--- config.mk ---
export PLATFORM = sky130hd
export DESIGN_NAME = mips_boot_ctrl
export DESIGN_NICKNAME = d
export VERILOG_FILES = /design/src/rtl/mips_boot_pkg.sv /design/src/rtl/mips_boot_ctrl_serializer.sv /design/src/rtl/mips_boot_ctrl.sv
export SDC_FILE = /design/constraint.sdc
export NUM_CORES = 1
export LEC_CHECK = 0
export CAP_MARGIN = 25
export CORE_MARGIN = 2
export CORE_UTILIZATION = 40
export CTS_BUF_LIST = sky130_fd_sc_hd__clkbuf_8
export CTS_CLUSTER_DIAMETER = 30
export DETAILED_ROUTE_END_ITERATION = 12
export MAX_ROUTING_LAYER = met4
export PLACE_DENSITY = 0.71
export SLEW_MARGIN = 10
export SYNTH_ARGS = -nofsm -noshare
export SYNTH_HDL_FRONTEND = slang
export SYNTH_SLANG_ARGS = --single-unit
--- constraint.sdc ---
create_clock -name clk -period 2.3 [get_ports clk]
set_input_delay 0.345 -clock clk [delete_from_list [all_inputs] [get_ports clk]]
set_output_delay 0.345 -clock clk [all_outputs]
set_load 0.005 [all_outputs]
--- src/rtl/mips_boot_pkg.sv ---
// Shared types and constants for the MIPS boot/run sequencer.
package mips_boot_pkg;

    // Top-level sequencer states
    typedef enum logic [2:0] {
        IDLE,
        LOAD_I,
        LOAD_D,
        RUN,
        HALT
    } state_t;

    localparam int BYTES_PER_WORD = 4;

    // Memory select encoding on mem_sel
    localparam logic SEL_IMEM = 1'b0;
    localparam logic SEL_DMEM = 1'b1;

endpackage

--- src/rtl/mips_boot_ctrl_serializer.sv ---
// Turns one accepted 32-bit word into four consecutive little-endian byte
// writes. A word that would run past the end of memory still occupies the
// four slots but its write strobe is suppressed.
module word_byte_serializer
    import mips_boot_pkg::*;
#(
    parameter int ADDR_W = 10
) (
    input  logic              clk,
    input  logic              rst,
    input  logic              load,
    input  logic [31:0]       data,
    input  logic              last,
    input  logic [ADDR_W:0]   base,
    output logic              fits,
    output logic              busy,
    output logic              last_byte,
    output logic              last_word,
    output logic              mem_we,
    output logic [ADDR_W-1:0] mem_addr,
    output logic [7:0]        mem_wdata
);

    localparam int MEM_BYTES = 1 << ADDR_W;

    logic [1:0]        idx;
    logic [23:0]       rest;
    logic              we_en;
    logic [ADDR_W+1:0] end_addr;

    assign end_addr  = {1'b0, base} + (ADDR_W+2)'(BYTES_PER_WORD);
    assign fits      = end_addr <= (ADDR_W+2)'(MEM_BYTES);
    assign last_byte = busy && (idx == 2'd3);

    // Byte sequencing: load byte 0 on acceptance, then step through bytes 1..3
    always_ff @(posedge clk) begin
        if (rst) begin
            busy      <= 1'b0;
            idx       <= 2'd0;
            rest      <= '0;
            we_en     <= 1'b0;
            last_word <= 1'b0;
            mem_we    <= 1'b0;
            mem_addr  <= '0;
            mem_wdata <= '0;
        end else if (load) begin
            busy      <= 1'b1;
            idx       <= 2'd0;
            rest      <= data[31:8];
            we_en     <= fits;
            last_word <= last;
            mem_we    <= fits;
            mem_addr  <= base[ADDR_W-1:0];
            mem_wdata <= data[7:0];
        end else if (busy && (idx != 2'd3)) begin
            idx       <= idx + 2'd1;
            rest      <= {8'h00, rest[23:8]};
            mem_we    <= we_en;
            mem_addr  <= mem_addr + 1'b1;
            mem_wdata <= rest[7:0];
        end else begin
            busy      <= 1'b0;
            idx       <= 2'd0;
            we_en     <= 1'b0;
            last_word <= 1'b0;
            mem_we    <= 1'b0;
        end
    end

endmodule

--- src/rtl/mips_boot_ctrl.sv ---
// Boot/run sequencer: loads instruction then data memory from a word stream,
// runs the core until it reaches halt_pc or a cycle budget, then parks it.
module mips_boot_ctrl
    import mips_boot_pkg::*;
#(
    parameter int ADDR_W     = 10,
    parameter int CYC_W      = 24,
    parameter int MAX_CYCLES = 100000
) (
    input  logic              clk,
    input  logic              rst,
    input  logic              start,
    input  logic              in_valid,
    output logic              in_ready,
    input  logic [31:0]       in_data,
    input  logic              in_last,
    output logic              mem_we,
    output logic              mem_sel,
    output logic [ADDR_W-1:0] mem_addr,
    output logic [7:0]        mem_wdata,
    output logic              cpu_rst,
    output logic              cpu_run,
    input  logic [31:0]       cpu_pc,
    input  logic [31:0]       halt_pc,
    output logic              done,
    output logic              timeout,
    output logic              overflow,
    output logic [CYC_W-1:0]  run_cycles
);

    state_t          state;
    logic [ADDR_W:0] base;
    logic            loading;
    logic            accept;
    logic            fits;
    logic            busy;
    logic            last_byte;
    logic            last_word;

    // A new word may enter while idle or during byte 3 of a non-final word,
    // which keeps back-to-back words at one per four cycles.
    assign loading  = (state == LOAD_I) || (state == LOAD_D);
    assign in_ready = loading && (!busy || (last_byte && !last_word));
    assign accept   = in_valid && in_ready;

    word_byte_serializer #(
        .ADDR_W(ADDR_W)
    ) u_ser (
        .clk       (clk),
        .rst       (rst),
        .load      (accept),
        .data      (in_data),
        .last      (in_last),
        .base      (base),
        .fits      (fits),
        .busy      (busy),
        .last_byte (last_byte),
        .last_word (last_word),
        .mem_we    (mem_we),
        .mem_addr  (mem_addr),
        .mem_wdata (mem_wdata)
    );

    // Sequencer FSM with registered core controls, status flags and cycle counter
    always_ff @(posedge clk) begin
        if (rst) begin
            state      <= IDLE;
            base       <= '0;
            mem_sel    <= SEL_IMEM;
            cpu_rst    <= 1'b1;
            cpu_run    <= 1'b0;
            done       <= 1'b0;
            timeout    <= 1'b0;
            overflow   <= 1'b0;
            run_cycles <= '0;
        end else begin
            case (state)
                IDLE, HALT: begin
                    if (start) begin
                        state      <= LOAD_I;
                        base       <= '0;
                        mem_sel    <= SEL_IMEM;
                        cpu_rst    <= 1'b1;
                        cpu_run    <= 1'b0;
                        done       <= 1'b0;
                        timeout    <= 1'b0;
                        overflow   <= 1'b0;
                        run_cycles <= '0;
                    end
                end
                LOAD_I, LOAD_D: begin
                    if (accept) begin
                        if (fits) begin
                            base <= base + (ADDR_W+1)'(BYTES_PER_WORD);
                        end else begin
                            overflow <= 1'b1;
                        end
                    end
                    if (last_byte && last_word) begin
                        base <= '0;
                        if (state == LOAD_I) begin
                            state   <= LOAD_D;
                            mem_sel <= SEL_DMEM;
                        end else begin
                            state   <= RUN;
                            cpu_rst <= 1'b0;
                            cpu_run <= 1'b1;
                        end
                    end
                end
                RUN: begin
                    if (run_cycles != '1) begin
                        run_cycles <= run_cycles + 1'b1;
                    end
                    if (cpu_pc == halt_pc) begin
                        state   <= HALT;
                        cpu_run <= 1'b0;
                        done    <= 1'b1;
                    end else if (run_cycles == CYC_W'(MAX_CYCLES - 1)) begin
                        state   <= HALT;
                        cpu_run <= 1'b0;
                        done    <= 1'b1;
                        timeout <= 1'b1;
                    end
                end
                default: begin
                    state <= IDLE;
                end
            endcase
        end
    end

endmodule

==> flow_metrics.tcl <==
set metrics [dict create \
    drive_gt1_share_pct 9.875 \
    ctsRootBufferMaster "clkbuf_8" \
    relSlewSlack_pct 48.56 \
    critPathCaptureType "register" \
    fin_cells 859 \
    avgSynthCellArea_um2 8.180 \
    die_h_um 110.4 \
    fin_util_pct 60.21 \
    synth.cell_area_mm2 0.004532 \
    grt_pass1_vias 4788 \
    grt_usage_pct 22.49 \
    powerDensity_mw_per_mm2 711.2 \
    hold_viol_final 0 \
    antenna_cells 0 \
    fin_skew_ns 0.009555 \
    ios 151 \
    clk_path_buf_depth 2 \
    cp.arrival_ns 2.50 \
    worstSetupStartpointType "register" \
    final_nets 819 \
    cts_buffers 9 \
    grt_pass1_wl_mm 22.62 \
    synth.cells.most_frequent "dfxtp_1 (89), a21oi_1 (70), nand2_1 (60)" \
    ctsHoldBuffers 0 \
    drv_cap 0 \
    synth_cells 554 \
    die_x_um 110.4 \
    synth_top_cell_by_area "dfxtp_1" \
    r2r_setup_slack_ns 0.09 \
    place_inst 842 \
    synth.distinct_cells 55 \
    period_share_pct 96.06 \
    tritoncts "done" \
    drtAntennaViolNets 0 \
    hp-class "in2reg" \
    async_reset_ff_share_pct 0 \
    rsz0062_at_grt "no" \
    row_count 38 \
    grt_max_degree 34 \
    netlist_top_cells_area "dfxtp_1 (39%), a21oi_1 (7.7%), xor2_1 (6.2%)" \
    synth_edf_count 0 \
    routed_wl_mm 13.61 \
    status "finished clean" \
    core_area_mm2 0.01094 \
    crit_required_ns 2.59 \
    area_growth_pct 45.28 \
    post_drt_via_cell_ratio 5.773 \
    start_util_pct 41.44 \
    max-vdd-ir-drop_uv 447.0 \
    synth-main-ff-cell "dfxtp_1" \
    path_clk_slew_ns 0.10 \
    slew_viol_final 0 \
    port_buffers 150 \
    clk_latency_ns 0.37 \
    hpwlAfterDp_mm 10.05 \
    synth_top_area_share_pct 39.32 \
    synth_most_common_cell "dfxtp_1" \
    tightestPinTransition_ns 0.7664 \
    setup_viol 0 \
    crit_type "reg2reg" \
    clock_sinks 89 \
    dp_worst_setup_slack_ns -0.2516 \
    die-area_mm2 0.01220 \
    antenna_found_initial 0 \
    gr-total-overflow 0 \
    drc 0 \
    yosysWarningCount 0 \
    vias 4959 \
    syn_nets 659 \
    yosysSeqAreaShare_pct 39.32 \
    dr.first_iter.drc_count 250 \
    worstPathMaxFanout 5 \
    fin_crit_ns 2.209 \
    cts-htree-levels 3 \
    fin_ws_ns 0.09069 \
    hold_ws_ns 0.2993 \
    synth_seq_cells 89 \
    place.gp.congestion 0.9026 \
    wl_per_cell_um 15.84 \
    leakagePower_nw 2.237 \
    fmaxAchievable_mhz 452.6 \
    dr.pass1.iters 5 \
]
## flip-flops by register name, summed over array words and instances, names as in the netlist
register,cells
base,9
cpu_rst,1
cpu_run,1
done,1
mem_sel,1
overflow,1
run_cycles,24
state,3
timeout,1
u_ser.busy,1
u_ser.idx,2
u_ser.last_word,1
u_ser.mem_addr,10
u_ser.mem_wdata,8
u_ser.rest,24
u_ser.we_en,1
## cell usage in the layout, fill, tap and decap left out, types with 4 or more instances in the layout
| cell | instances |
|---|---|
| a21oi_1 | 70 |
| a22oi_1 | 27 |
| a31oi_1 | 13 |
| and3_1 | 8 |
| and4_1 | 4 |
| buf_4 | 35 |
| clkbuf_8 | 10 |
| clkdlybuf4s50_1 | 148 |
| dfxtp_1 | 85 |
| dfxtp_2 | 4 |
| inv_1 | 7 |
| nand2_1 | 60 |
| nand3_1 | 26 |
| nand4_1 | 19 |
| nor2_1 | 22 |
| nor3_1 | 8 |
| nor4_1 | 16 |
| o211ai_1 | 10 |
| o21ai_1 | 13 |
| o31ai_1 | 16 |
| or4_1 | 21 |
| xor2_1 | 32 |
## through the flow
stage	cell area, µm²	setup TNS (ns)	power (mW)
2_1_floorplan	4532	0	2.851
3_3_place_gp	6365	-0.3561	3.600
3_5_place_dp	6365	-1.050	3.649
4_1_cts	6560	-0.008649	4.700
5_1_grt	6584	0	4.988
6_report	6584	0	4.682
## path summary, 6_finish.rpt
check / start / to / cells after the start
hold reg to reg: u_ser.idx[0] / u_ser.idx[0] / 1
setup reg to reg: run_cycles[10] / run_cycles[23] / 5
hold / removal: rst / run_cycles[18] / 3
setup / recovery: run_cycles[10] / run_cycles[23] / 5
## layout make-up
type                       count  area (µm²)
fill                        1007        4352
clock inverter                 6       51.30
clock buffer                  10       137.6
inverter                       7       26.28
multi-input combinational    420        2605
tap                          140       175.2
timing repair buffer         187        1802
sequential                    89        1787
## per-layer routing
layer,share of wire (%),up-vias,GRT usage [%]
met5,0,-,-
met4,0.99,0,5.833
met3,7.4,13,5.434
met2,50,194,38.57
met1,42,2334,26.48
li1,-,2418,-
## where the power goes
group          switching, mW  internal (mW)
logic                   1.00          0.759
clock network          0.612          0.438
registers              0.143           1.73
## logic make-up (layout without fill, tap and decap cells)
logic type      Yosys count  in the layout  share of synthesized area, %
simple gates            212            212                         25.29
compound gates          169            169                         23.58
flops                    89             89                         39.32
buf+inv                  45            210                         3.921
xor+xnor                 34             34                         6.571
fa+ha+maj                 4              4                         1.104
mux                       1              1                        0.2209
## critical path: stages (launching register included)
cell	delay (ns)
dfxtp_2	0.38
and4_2	0.30
nand4_1	0.18
or4_4	0.57
or4_1	0.52
a21oi_1	0.19
## repair_timing
item	CTS	global route
buffers inserted	0	1
pin swaps	1	1
setup endpoints to repair	9	5
resized for setup	3	8
Note: power is estimated with default switching activity, not from simulation.
